File: src/rtl/cpu_trace_pkg.sv
// Shared trace types and default sizing for the instruction trace FIFO.
package cpu_trace_pkg;

    localparam int TRACE_DEPTH = 16;
    localparam int TRACE_SEQ_W = 16;

    // One captured fetch: sequence number, fetch PC and the fetched word.
    typedef struct packed {
        logic [TRACE_SEQ_W-1:0] seq;
        logic [31:0]            pc;
        logic [31:0]            instr;
    } trace_entry_t;

endpackage

File: src/rtl/instr_trace_fifo_if.sv
// Drain-side valid/ready port of the trace FIFO.
// The master drives the head record, the slave returns out_ready.
interface instr_trace_fifo_if
    import cpu_trace_pkg::*;
#(
    parameter int SEQ_W = TRACE_SEQ_W
);
    logic             out_valid;
    logic             out_ready;
    logic [SEQ_W-1:0] out_seq;
    logic [31:0]      out_pc;
    logic [31:0]      out_instr;

    modport master (output out_valid, output out_seq, output out_pc, output out_instr,
                    input  out_ready);
    modport slave  (input  out_valid, input  out_seq, input  out_pc, input  out_instr,
                    output out_ready);
endinterface

File: src/rtl/trace_fifo_mem.sv
// Trace entry storage: one write port, one asynchronous read port.
// Storage is intentionally not reset; validity is tracked by the FIFO control.
module trace_fifo_mem
    import cpu_trace_pkg::*;
#(
    parameter int  DEPTH   = TRACE_DEPTH,
    parameter type entry_t = trace_entry_t,
    localparam int AW      = $clog2(DEPTH)
) (
    input  logic          clk,
    input  logic          we,
    input  logic [AW-1:0] waddr,
    input  entry_t        wdata,
    input  logic [AW-1:0] raddr,
    output entry_t        rdata
);
    entry_t mem_q [DEPTH];
    entry_t mem_d [DEPTH];

    // Next storage contents: only the addressed slot changes on a write.
    always_comb begin
        mem_d = mem_q;
        if (we) mem_d[waddr] = wdata;
    end

    // Storage update, no reset.
    always_ff @(posedge clk) begin
        mem_q <= mem_d;
    end

    assign rdata = mem_q[raddr];
endmodule

File: src/rtl/instr_trace_fifo.sv
// Instruction fetch trace capture with a first-word-fall-through FIFO.
// Optional build macro: TRACE_STALL_EN adds a stall output that asks the
// CPU to hold its fetch while the FIFO is full and not being drained.
module instr_trace_fifo
    import cpu_trace_pkg::*;
#(
    parameter int  DEPTH = TRACE_DEPTH,
    parameter int  SEQ_W = TRACE_SEQ_W,
    localparam int AW    = $clog2(DEPTH),
    localparam int CW    = AW + 1
) (
    input  logic               clk,
    input  logic               reset,
    input  logic               cap_en,
    input  logic               ir_load,
    input  logic [31:0]        pc_in,
    input  logic [31:0]        instr_in,
    input  logic               flush,
    instr_trace_fifo_if.master tr,
    output logic [CW-1:0]      count,
    output logic               full,
    output logic               empty,
    output logic [SEQ_W-1:0]   drop_count
`ifdef TRACE_STALL_EN
    ,
    output logic               stall
`endif
);
    typedef struct packed {
        logic [SEQ_W-1:0] seq;
        logic [31:0]      pc;
        logic [31:0]      instr;
    } entry_t;

    logic [AW-1:0]    wr_ptr_q, wr_ptr_d;
    logic [AW-1:0]    rd_ptr_q, rd_ptr_d;
    logic [CW-1:0]    count_q, count_d;
    logic [SEQ_W-1:0] seq_q, seq_d;
    logic [SEQ_W-1:0] drop_q, drop_d;

    logic   push_req, push_ok, drop, pop;
    entry_t wr_entry, rd_entry;

    assign full     = (count_q == CW'(DEPTH));
    assign empty    = (count_q == '0);
    assign pop      = tr.out_valid & tr.out_ready;
    assign push_req = ir_load & cap_en & ~flush;
    // A full FIFO still accepts a push when the head leaves in the same cycle.
    assign push_ok  = push_req & (~full | pop);
    assign drop     = push_req & full & ~pop;

    assign wr_entry = '{seq: seq_q, pc: pc_in, instr: instr_in};

    trace_fifo_mem #(
        .DEPTH   (DEPTH),
        .entry_t (entry_t)
    ) u_mem (
        .clk   (clk),
        .we    (push_ok),
        .waddr (wr_ptr_q),
        .wdata (wr_entry),
        .raddr (rd_ptr_q),
        .rdata (rd_entry)
    );

    // Next-state for pointers, occupancy, sequence and drop counters; flush wins.
    always_comb begin
        wr_ptr_d = wr_ptr_q;
        rd_ptr_d = rd_ptr_q;
        count_d  = count_q;
        seq_d    = seq_q;
        drop_d   = drop_q;
        if (flush) begin
            wr_ptr_d = '0;
            rd_ptr_d = '0;
            count_d  = '0;
            seq_d    = '0;
            drop_d   = '0;
        end else begin
            // Dropped fetches still consume a sequence number so the log shows the gap.
            if (push_req) seq_d = seq_q + SEQ_W'(1);
            if (push_ok)  wr_ptr_d = wr_ptr_q + AW'(1);
            if (pop)      rd_ptr_d = rd_ptr_q + AW'(1);
            count_d = count_q + CW'(push_ok) - CW'(pop);
            if (drop && (drop_q != '1)) drop_d = drop_q + SEQ_W'(1);
        end
    end

    // Control state registers with asynchronous active-low clear.
    always_ff @(posedge clk or negedge reset) begin
        if (!reset) begin
            wr_ptr_q <= '0;
            rd_ptr_q <= '0;
            count_q  <= '0;
            seq_q    <= '0;
            drop_q   <= '0;
        end else begin
            wr_ptr_q <= wr_ptr_d;
            rd_ptr_q <= rd_ptr_d;
            count_q  <= count_d;
            seq_q    <= seq_d;
            drop_q   <= drop_d;
        end
    end

    // Head fields are forced to zero while nothing is valid, so reset outputs are clean.
    assign tr.out_valid = ~empty;
    assign tr.out_seq   = tr.out_valid ? rd_entry.seq   : '0;
    assign tr.out_pc    = tr.out_valid ? rd_entry.pc    : '0;
    assign tr.out_instr = tr.out_valid ? rd_entry.instr : '0;

    assign count      = count_q;
    assign drop_count = drop_q;

`ifdef TRACE_STALL_EN
    assign stall = full & ~pop;
`endif
endmodule

File: src/flat_wrapper.sv
// flat-port wrapper written by rule: the top's interface ports become plain ports
module instr_trace_fifo_flat import cpu_trace_pkg::*;
#(
    parameter int  DEPTH = TRACE_DEPTH,
    parameter int  SEQ_W = TRACE_SEQ_W,
    localparam int AW    = $clog2(DEPTH),
    localparam int CW    = AW + 1
)
  (clk, reset, cap_en, ir_load, pc_in, instr_in, flush, count, full, empty, drop_count, tr_out_valid, tr_out_seq, tr_out_pc, tr_out_instr, tr_out_ready);
  instr_trace_fifo_if #(.SEQ_W(SEQ_W)) tr_i ();
  input  logic clk;
  input  logic reset;
  input  logic cap_en;
  input  logic ir_load;
  input  logic [31:0] pc_in;
  input  logic [31:0] instr_in;
  input  logic flush;
  output logic [CW-1:0] count;
  output logic full;
  output logic empty;
  output logic [SEQ_W-1:0] drop_count;
  output wire logic [$bits(tr_i.out_valid)-1:0] tr_out_valid;
  output wire logic [$bits(tr_i.out_seq)-1:0] tr_out_seq;
  output wire logic [$bits(tr_i.out_pc)-1:0] tr_out_pc;
  output wire logic [$bits(tr_i.out_instr)-1:0] tr_out_instr;
  input wire logic [$bits(tr_i.out_ready)-1:0] tr_out_ready;
  assign tr_out_valid = tr_i.out_valid;
  assign tr_out_seq = tr_i.out_seq;
  assign tr_out_pc = tr_i.out_pc;
  assign tr_out_instr = tr_i.out_instr;
  assign tr_i.out_ready = tr_out_ready;
  instr_trace_fifo #(.DEPTH(DEPTH), .SEQ_W(SEQ_W)) u_core (.clk(clk), .reset(reset), .cap_en(cap_en), .ir_load(ir_load), .pc_in(pc_in), .instr_in(instr_in), .flush(flush), .tr(tr_i), .count(count), .full(full), .empty(empty), .drop_count(drop_count));
endmodule
File: config.mk
export PLATFORM = sky130hd
export DESIGN_NAME = instr_trace_fifo_flat
export DESIGN_NICKNAME = d
export VERILOG_FILES = /design/src/rtl/cpu_trace_pkg.sv /design/src/rtl/instr_trace_fifo_if.sv /design/src/rtl/trace_fifo_mem.sv /design/src/rtl/instr_trace_fifo.sv /design/src/flat_wrapper.sv
export SDC_FILE = /design/constraint.sdc
export NUM_CORES = 1
export LEC_CHECK = 0
export BUFFER_PORTS_ARGS = -buffer_cell sky130_fd_sc_hd__buf_2
export CORE_AREA = 2 2 415 417
export CTS_BUF_LIST = sky130_fd_sc_hd__clkbuf_8
export DETAILED_ROUTE_END_ITERATION = 8
export DIE_AREA = 0 0 417 419
export SETUP_SLACK_MARGIN = 0.1
export SKIP_CTS_REPAIR_TIMING = 1
export SLEW_MARGIN = 20
export SYNTH_ARGS = -nofsm -noshare
export SYNTH_HDL_FRONTEND = slang
export SYNTH_HIERARCHICAL = 1
export SYNTH_SLANG_ARGS = --single-unit
File: constraint.sdc
create_clock -name clk -period 27.7 [get_ports clk]
set_input_delay 1.385 -clock clk [delete_from_list [all_inputs] [get_ports clk]]
set_output_delay 1.385 -clock clk [all_outputs]
set_load 0.01 [all_outputs]
## Yosys cells after proc, flatten, opt, wreduce, memory -nomap -nowiden

Cells that the tools add are included.

| cells by class | value |
|---|---|
| add/subtract/negate cells | 6 |
| bitwise operators | 13 |
| equal/unequal tests | 2 |
| mux-type cells | 18 |
| reduce and logical (&&, ||, !) cells | 7 |
| order comparisons | 3 |

Operators with widths:

| cell | number |
|---|---|
| $bwmux W1280 | 1 |
| $bmux W80 S4 | 1 |
| $demux W80 S4 | 1 |
| $mux W80 | 3 |
| $mux W16 | 5 |
| $mux W32 | 2 |
| $add A16 B1 Y16 const B | 2 |
| $mux W4 | 4 |
| $ne A16 B16 Y1 const B | 1 |
| $ge A5 B5 Y1 const B | 2 |
| $not A4 Y5 | 2 |
| $add A4 B1 Y4 const B | 2 |
| $reduce_bool A2 Y1 | 4 |
| $and A1 B1 Y1 | 6 |
| $add A5 B1 Y5 | 1 |
| $eq A5 B5 Y1 const B | 1 |
| $logic_not A5 Y1 | 1 |
| $lt A5 B1 Y1 const B | 1 |
| $mux W5 | 1 |
| $sub A5 B1 Y5 | 1 |
| $not A1 Y1 | 4 |
| $logic_and A1 B1 Y1 | 2 |
| $or A1 B1 Y1 | 1 |

| storage, ports and cells | value |
|---|---|
| input bits | 70 |
| word-level logic and storage cells | 102 |
| register bits after elaboration | 1,325 |
| output and inout bits | 104 |

## Longest topological paths before layout

Gate-level depths: netlist of run 1.

| depth | value |
|---|---|
| word-level depth | 8 |
| gate-level depth with buffers | 14 |
| mapped depth without buffers | 14 |

## Modules after synthesis

The synthesis of run 1 kept the hierarchy.

By module, submodules not included:

| module | area an instance (um2) | seq. area each (um2) | cells an instance | instances |
|---|---|---|---|---|
| trace_fifo_mem | 47,843.4 | 38,436.9 | 1,979 | 1 |
| instr_trace_fifo | 3,071.7 | 1,126.1 | 353 | 1 |

## Worst setup path before layout of run 1

No wires, ideal clock.

| path | value |
|---|---|
| path kind | input to register |
| start | input ir_load |
| end | register u_core/u_mem/mem_q[1200] (netlist bit), enable pin |
| setup slack | 17.018 ns |
| data arrival time | 9.967 ns |
| data required time | 26.985 ns |
| stages on the path | 7 |
| path buffers | 1 |
| library setup time | 0.715 ns |
| cells stage by stage | and2_1 > clkbuf_1 > o21ai_0 > or2_2 > inv_1 > nand2b_1 > nor4_1 |

| between the ends | value |
|---|---|
| cells in the longest elaborated chain, start to end | 3 |

Ends and longest elaborated chain:

| element | RTL line | RTL |
|---|---|---|
| start, declared | flat_wrapper.sv:14 | `input logic ir_load;` |
| $and A1 B1 Y1 (2 in series) | instr_trace_fifo.sv:47 | `assign push_req = ir_load & cap_en & ~flush;` |
| $and A1 B1 Y1 | instr_trace_fifo.sv:49 | `assign push_ok = push_req & (~full \| pop);` |
| net u_core.push_ok | instr_trace_fifo.sv:41 | `logic push_req, push_ok, drop, pop;` |
| end signal, assigned | trace_fifo_mem.sv:28 | `mem_q <= mem_d;` |
| end, declared | trace_fifo_mem.sv:17 | `entry_t mem_q [DEPTH];` |

The timed path passes the listed nets, and every way through them passes these cells.
A chain may end at the register's enable or synchronous reset.

==> flow_summary.ini, run 1 <==
[logic_synthesis]
synthDistinctLibCells = 43
synthSimpleGateAreaFrac_pct = 3.22
synth-compound-area-share_pct = 2.73
avgSynthCellArea_um2 = 21.8
synth_cells = 2332
largest_area_contributor_in_the_netlist = sky130_fd_sc_hd__edfxtp_1
yosysTopAreaCellShare_pct = 75.5
synth-main-ff-cell = sky130_fd_sc_hd__edfxtp_1
synth.area.mux_share_pct = 14.3
yosys-top-cells-area = sky130_fd_sc_hd__edfxtp_1 (75%), sky130_fd_sc_hd__mux4_2 (14%), sky130_fd_sc_hd__a22oi_1 (2.4%)
syn-cell-area_um2 = 50900
synthXorXnorAreaFrac_pct = 0.344
syn_nets = 2413
synth-edff-count = 1280
synth_sequential_area_ratio_pct = 77.7
synth_commonest_cells = sky130_fd_sc_hd__edfxtp_1 (1,280), sky130_fd_sc_hd__mux4_2 (320), sky130_fd_sc_hd__a22oi_1 (160), sky130_fd_sc_hd__nand2_1 (94), sky130_fd_sc_hd__and2_1 (83)
synth_fa_ha_area_share_pct = 0.285
dominant_combinational_cell_family_by_area_after_synthesis = multiplexers
yosys_register_bits = 1325
postSynth.asyncResetShare_pct = 3.40
synth.most_common_cell = sky130_fd_sc_hd__edfxtp_1
ys_warn_count = 6

[placed_design]
dp.final_hpwl_um = 61100
globalplace.congestion = 0.723
dp_worst_setup_slack_ns = 21.73
buffer_ports.inserted = 173
dpl-instance-area_um2 = 54500

[grt]
track_usage_pct = 14.2
grt_antenna_before_repair = 32
grt_pass1_vias = 25900
grt_overflow_total = 0
grt_start_max_net_pins = 74
wire_length_of_the_first_global_routing_pass_um = 180000

[timing]
timing.max_slew.rel_slack_pct = 25.4
hold_viol_final = 0
report.final.slew_viol_count = 0
final.setup.tns_ns = 0
final.min_clock_period_ns = 6.25
worst_slew_pin_slew_ns = 1.12
unrepaired_setup_endpoints_after_global_routing = no
clock.fmax_mhz = 160
timing.hold.ws_ns = 0.567
final.period_utilization_pct = 22.6
timing.clock.skew_ns = 0.0465
timing.final.setup_violations = 0
worst_slack_ns = 21.45

[setup_path]
startpoint_type = register
arrival_ns = 4.87
timing.critical_path.fanout_max = 50
reg2reg_to = u_core/u_mem/mem_q[831]$_DFFE_PP_
timing.setup.critical_path_class = register to output port
r2r-start = u_core/count[2]$_DFF_PN0_
worst_path_largest_cell_delay_ns = 1.03
ff2ff_setup_slack_ns = 23.59
critical_path_required_ns = 26.31
cell_by_cell_listing_of_the_critical_path = buf_4 -> buf_6 -> mux4_2 -> a22oi_1 -> nand2_1 -> and2_1 -> buf_2
reg2regPathDepth = 10
critPathSlowestCell = sky130_fd_sc_hd__dfrtp_4
worstSetupEndpointType = output port

[outcome]
outcome = completed

[cells_and_area]
final_nets = 2715
fillCellCount = 15800
postLayoutCellArea_um2 = 58300
area_delta_synth_final_pct = 14.6
drive_gt1_share_pct = 30.2

[route]
average_via_count_per_standard_cell = 4.91
detail_route.drc_violations = 0
num_vias = 24700
routed_wl_um = 125000
drt_iter0_markers = 1963
route.detailed.wl_per_inst_um = 24.8
detailedRoute.firstPassIterationCount = 5
route.antenna.remaining_nets = 0

[clock_network]
tritoncts = built
clock-sinks = 1325
clock_latency_at_the_later_pin_of_the_worst_skew_pair_ns = 0.92
worst_setup_hold_path_clk_slew_ns = 0.07
clk_root_buffer_cell = sky130_fd_sc_hd__clkbuf_8
count_of_h_tree_levels_built_during_cts = 4
cts-buffers-inserted = 203
max-clock-path-buffers = 3

[flow_run]
max-cap-violations = 0

[die]
core_region_area_um2 = 171000
die_span_in_y_um = 419
floorplan.die_area_um2 = 175000
pin_count = 174
floorplan.rows = 152
initial_utilization_pct = 29.8
die_w_um = 417

[min_path]
hold_path_class = primary input to asynchronous set/reset pin

[power]
power-per-cell-area_nw_per_um2 = 79.7
ir_drop_mv = 0.0523
leakagePower_nw = 18.4
-- registers in the layout (all words and copies together), names as in the netlist --
register	cells
u_core/count	5
u_core/rd_ptr_q	4
u_core/wr_ptr_q	4
u_core/u_mem/mem_q	1280
u_core/drop_count	16
u_core/seq_q	16
-- power by group --
part / switching, W / internal, W / leakage [nW]
clock: 0.000766 / 0.000755 / 2.12
sequential: 0.0000370 / 0.00221 / 12.3
combinational: 0.000456 / 0.000431 / 4.00
total: 0.00126 / 0.00339 / 18.4
-- cells by family (layout without fill, tap and decap cells) --
kind of cell,Yosys count,after routing
buffers and inverters,144,608
and+or+nand+nor,312,312
AOI/OAI and AO/OA,191,191
xor gates and xnor gates,20,20
DFF,1325,1325
other,0,4
adders and majority gates,11,11
muxes,329,329
-- per-layer routing --
metal	routed length, um	up-vias	GRT usage, %
met2	61600	770	23.7
met4	2740	14	3.93
met1	53300	13300	18.8
met3	6940	228	2.82
li1	-	10400	-
met5	81	-	0
-- through the flow --
stage,utilization (%),instances,power [W]
floorplan,-,2332,0.00292
global placement,31.9,4659,0.00319
detailed placement,32.0,4661,0.00320
CTS,34.2,5028,0.00473
global route,34.2,5031,0.00486
finish,34.2,5033,0.00465
-- how the worst max path moves through the flow --
stage	start	end	slack, ns	depth (start not counted)
after floorplan	ir_load	u_core/u_mem/mem_q[1200]$_DFFE_PP_	17.02	7
after global placement	u_core/rd_ptr_q[0]$_DFFE_PN0P_	tr_out_pc[19]	21.74	7
after detailed placement	u_core/rd_ptr_q[0]$_DFFE_PN0P_	tr_out_pc[23]	21.73	7
after CTS	u_core/rd_ptr_q[0]$_DFFE_PN0P_	tr_out_pc[23]	20.69	7
after global routing	u_core/rd_ptr_q[0]$_DFFE_PN0P_	tr_out_instr[19]	20.97	7
final	u_core/rd_ptr_q[0]$_DFFE_PN0P_	tr_out_instr[19]	21.45	7
-- cell type report --
cell class	count	area, um^2	share of cell area [%]
timing repair buffer	228	1360	2.33
inverter	13	48.8	0.0837
antenna	4	10.0	0.0172
sequential	1325	39600	67.8
tap	2233	2790	4.79
clock buffer	203	2790	4.79
multi-input combinational	863	10800	18.5
clock inverter	164	965	1.65
-- cell usage in the layout (no fill, tap or decap), types with 11 or more instances in the layout --
cell / Yosys / layout
sky130_fd_sc_hd__edfxtp_1: 1280 / 1280
sky130_fd_sc_hd__mux4_2: 320 / 320
sky130_fd_sc_hd__clkbuf_8: 0 / 203
sky130_fd_sc_hd__buf_2: 24 / 173
sky130_fd_sc_hd__a22oi_1: 160 / 160
sky130_fd_sc_hd__nand2_1: 94 / 94
sky130_fd_sc_hd__and2_1: 83 / 82
sky130_fd_sc_hd__inv_1: 13 / 68
sky130_fd_sc_hd__clkinv_1: 0 / 51
sky130_fd_sc_hd__buf_4: 5 / 47
sky130_fd_sc_hd__dfrtp_1: 45 / 43
sky130_fd_sc_hd__nor2_1: 39 / 32
sky130_fd_sc_hd__clkinv_2: 0 / 30
sky130_fd_sc_hd__nand3_1: 16 / 16
sky130_fd_sc_hd__a21oi_1: 14 / 14
sky130_fd_sc_hd__xor2_1: 11 / 11
-- worst max-delay path: cells and delay by family, from the launching register on --
family	cells	cell delay [ns]
buffers and inverters	3	1.60
AND/OR/NAND/NOR	2	0.39
AO/OA/AOI/OAI	1	0.19
flip-flops	1	1.03
multiplexers	1	0.59
No activity file was read; power rests on OpenSTA's default activity.
==> inputs of run 2 (changes only) <==
clock period = 6.3 ns   (was 27.7 ns; I/O delays follow)
==> flow_summary.ini, run 2 (synthesis gave the netlist of run 1 again) <==
[outcome]
outcome = completed

[power]
power-per-cell-area_nw_per_um2 = 350
switching_power_w = 0.00566
leakagePower_nw = 18.9
clock_power_share_pct = 33.4
power.share.combinational_pct = 19.2
ir_drop_mv = 0.194
power.share.sequential_pct = 47.4
power.share.switching_pct = 27.2
internal_power_w = 0.0152
post_layout_power_w = 0.0208

[route]
num_vias = 24900
average_via_count_per_standard_cell = 4.87
route.detailed.wl_per_inst_um = 23.7
route.antenna.remaining_nets = 0
drt_iter0_markers = 2025
routed_wl_um = 122000
detailedRoute.firstPassIterationCount = 5
detail_route.drc_violations = 0

[cells_and_area]
layout.cells.most_common = sky130_fd_sc_hd__edfxtp_1
largest_register_ffs = 1280
utilization_pct = 34.8
area_delta_synth_final_pct = 16.7
layout_common_cells = sky130_fd_sc_hd__edfxtp_1 (1,280), sky130_fd_sc_hd__mux4_2 (320), sky130_fd_sc_hd__clkbuf_8 (214)
largest_register = u_core/u_mem/mem_q
drive_gt1_share_pct = 28.8
final_nets = 2795

[grt]
grt_antenna_before_repair = 11
wire_length_of_the_first_global_routing_pass_um = 177000
track_usage_pct = 13.8
grt_overflow_total = 0
grt_start_max_net_pins = 102
grt_pass1_vias = 25700

[setup_path]
timing.setup.critical_path_class = register to output port
startpoint_type = register
critical_path_required_ns = 5.98
timing.critical_path.fanout_max = 43
arrival_ns = 3.96
worstSetupEndpointType = output port

[clock_network]
max-clock-path-buffers = 3
clk_root_buffer_cell = sky130_fd_sc_hd__clkbuf_8
tritoncts = built
count_of_h_tree_levels_built_during_cts = 4
clock_latency_at_the_later_pin_of_the_worst_skew_pair_ns = 0.96
worst_setup_hold_path_clk_slew_ns = 0.06
cts-buffers-inserted = 212
clock-sinks = 1325

[die]
die_span_in_y_um = 419
pin_count = 174
floorplan.die_area_um2 = 175000
core_region_area_um2 = 171000
die_w_um = 417
floorplan.rows = 152
initial_utilization_pct = 29.8

[timing]
hold_viol_final = 0
final.min_clock_period_ns = 4.27
unrepaired_setup_endpoints_after_global_routing = no
timing.clock.skew_ns = 0.0474
worst_slew_pin_slew_ns = 1.12
report.final.slew_viol_count = 0
clock.fmax_mhz = 234
final.period_utilization_pct = 67.8
timing.final.setup_violations = 0
timing.max_slew.rel_slack_pct = 25.6

[min_path]
hold_path_class = primary input to register

[placed_design]
buffer_ports.inserted = 173
dp.final_hpwl_um = 63000
globalplace.congestion = 0.718

[flow_run]
max-cap-violations = 0
-- run 2: worst max-delay path, stage by stage (launching register included) --
cell and delay (ns):
sky130_fd_sc_hd__dfrtp_4 1.09, sky130_fd_sc_hd__buf_4 0.60, sky130_fd_sc_hd__mux4_2 0.56, sky130_fd_sc_hd__a22oi_1 0.23
sky130_fd_sc_hd__nand2_1 0.09, sky130_fd_sc_hd__and2_1 0.23, sky130_fd_sc_hd__buf_2 0.18
-- run 2: cell type report --
cell class,instances,area (um^2)
sequential,1325,39600
antenna,6,15.0
timing repair buffer,299,2140
multi-input combinational,863,10800
fill,15700,111000
inverter,13,48.8
clock buffer,214,2950
clock inverter,168,1060
tap,2233,2790
-- run 2: power by group through the flow --
| stage | Sequential, W | Combinational (W) | Clock, W |
|---|---|---|---|
| after floorplan | 0.00993 | 0.00289 | 0 |
| after global placement | 0.0101 | 0.00407 | 0 |
| after detailed placement | 0.0101 | 0.00408 | 0 |
| after CTS | 0.00988 | 0.00409 | 0.00716 |
| after global routing | 0.00989 | 0.00436 | 0.00756 |
| final | 0.00987 | 0.00400 | 0.00694 |
-- run 2: final timing paths --
check / from / end / slack [ns] / cells past startpoint
worst min register to register: u_core/drop_count[14]$_DFFE_PN0P_ / u_core/drop_count[14]$_DFFE_PN0P_ / 0.60 / 2
worst min-delay path: pc_in[4] / u_core/u_mem/mem_q[1236]$_DFFE_PP_ / 0.29 / 2
worst max register to register: u_core/count[3]$_DFF_PN0_ / u_core/u_mem/mem_q[197]$_DFFE_PP_ / 2.55 / 10
min in group asynchronous: reset / u_core/drop_count[7]$_DFFE_PN0P_ / 0.56 / 4
max in group asynchronous: reset / u_core/rd_ptr_q[0]$_DFFE_PN0P_ / 5.22 / 4
worst max-delay path: u_core/rd_ptr_q[0]$_DFFE_PN0P_ / tr_out_instr[0] / 2.03 / 6
-- run 2: routing by layer --
metal	share of wire [%]	GRT usage [%]	up-vias	routed length (um)
met5	0.034	0	-	41
met4	2.1	4.13	6	2570
met3	5.5	3.13	195	6630
met2	49	22.5	687	59600
met1	43	18.5	13500	52700
li1	-	-	10600	-
-- run 2: stage by stage --
| step | worst slack, ns | hold WS (ns) | instance area (um^2) | TNS [ns] | std cells |
|---|---|---|---|---|---|
| after floorplan | -1.32 | 0.0194 | 51000 | -326.30 | 2332 |
| after global placement | 2.57 | 0.459 | 54700 | 0 | 4661 |
| after detailed placement | 2.53 | 0.460 | 54700 | 0 | 4661 |
| after CTS | 1.74 | -0.602 | 58700 | 0 | 5043 |
| after global routing | 1.60 | 0.234 | 59400 | 0 | 5118 |
| final | 2.03 | 0.291 | 59400 | 0 | 5121 |
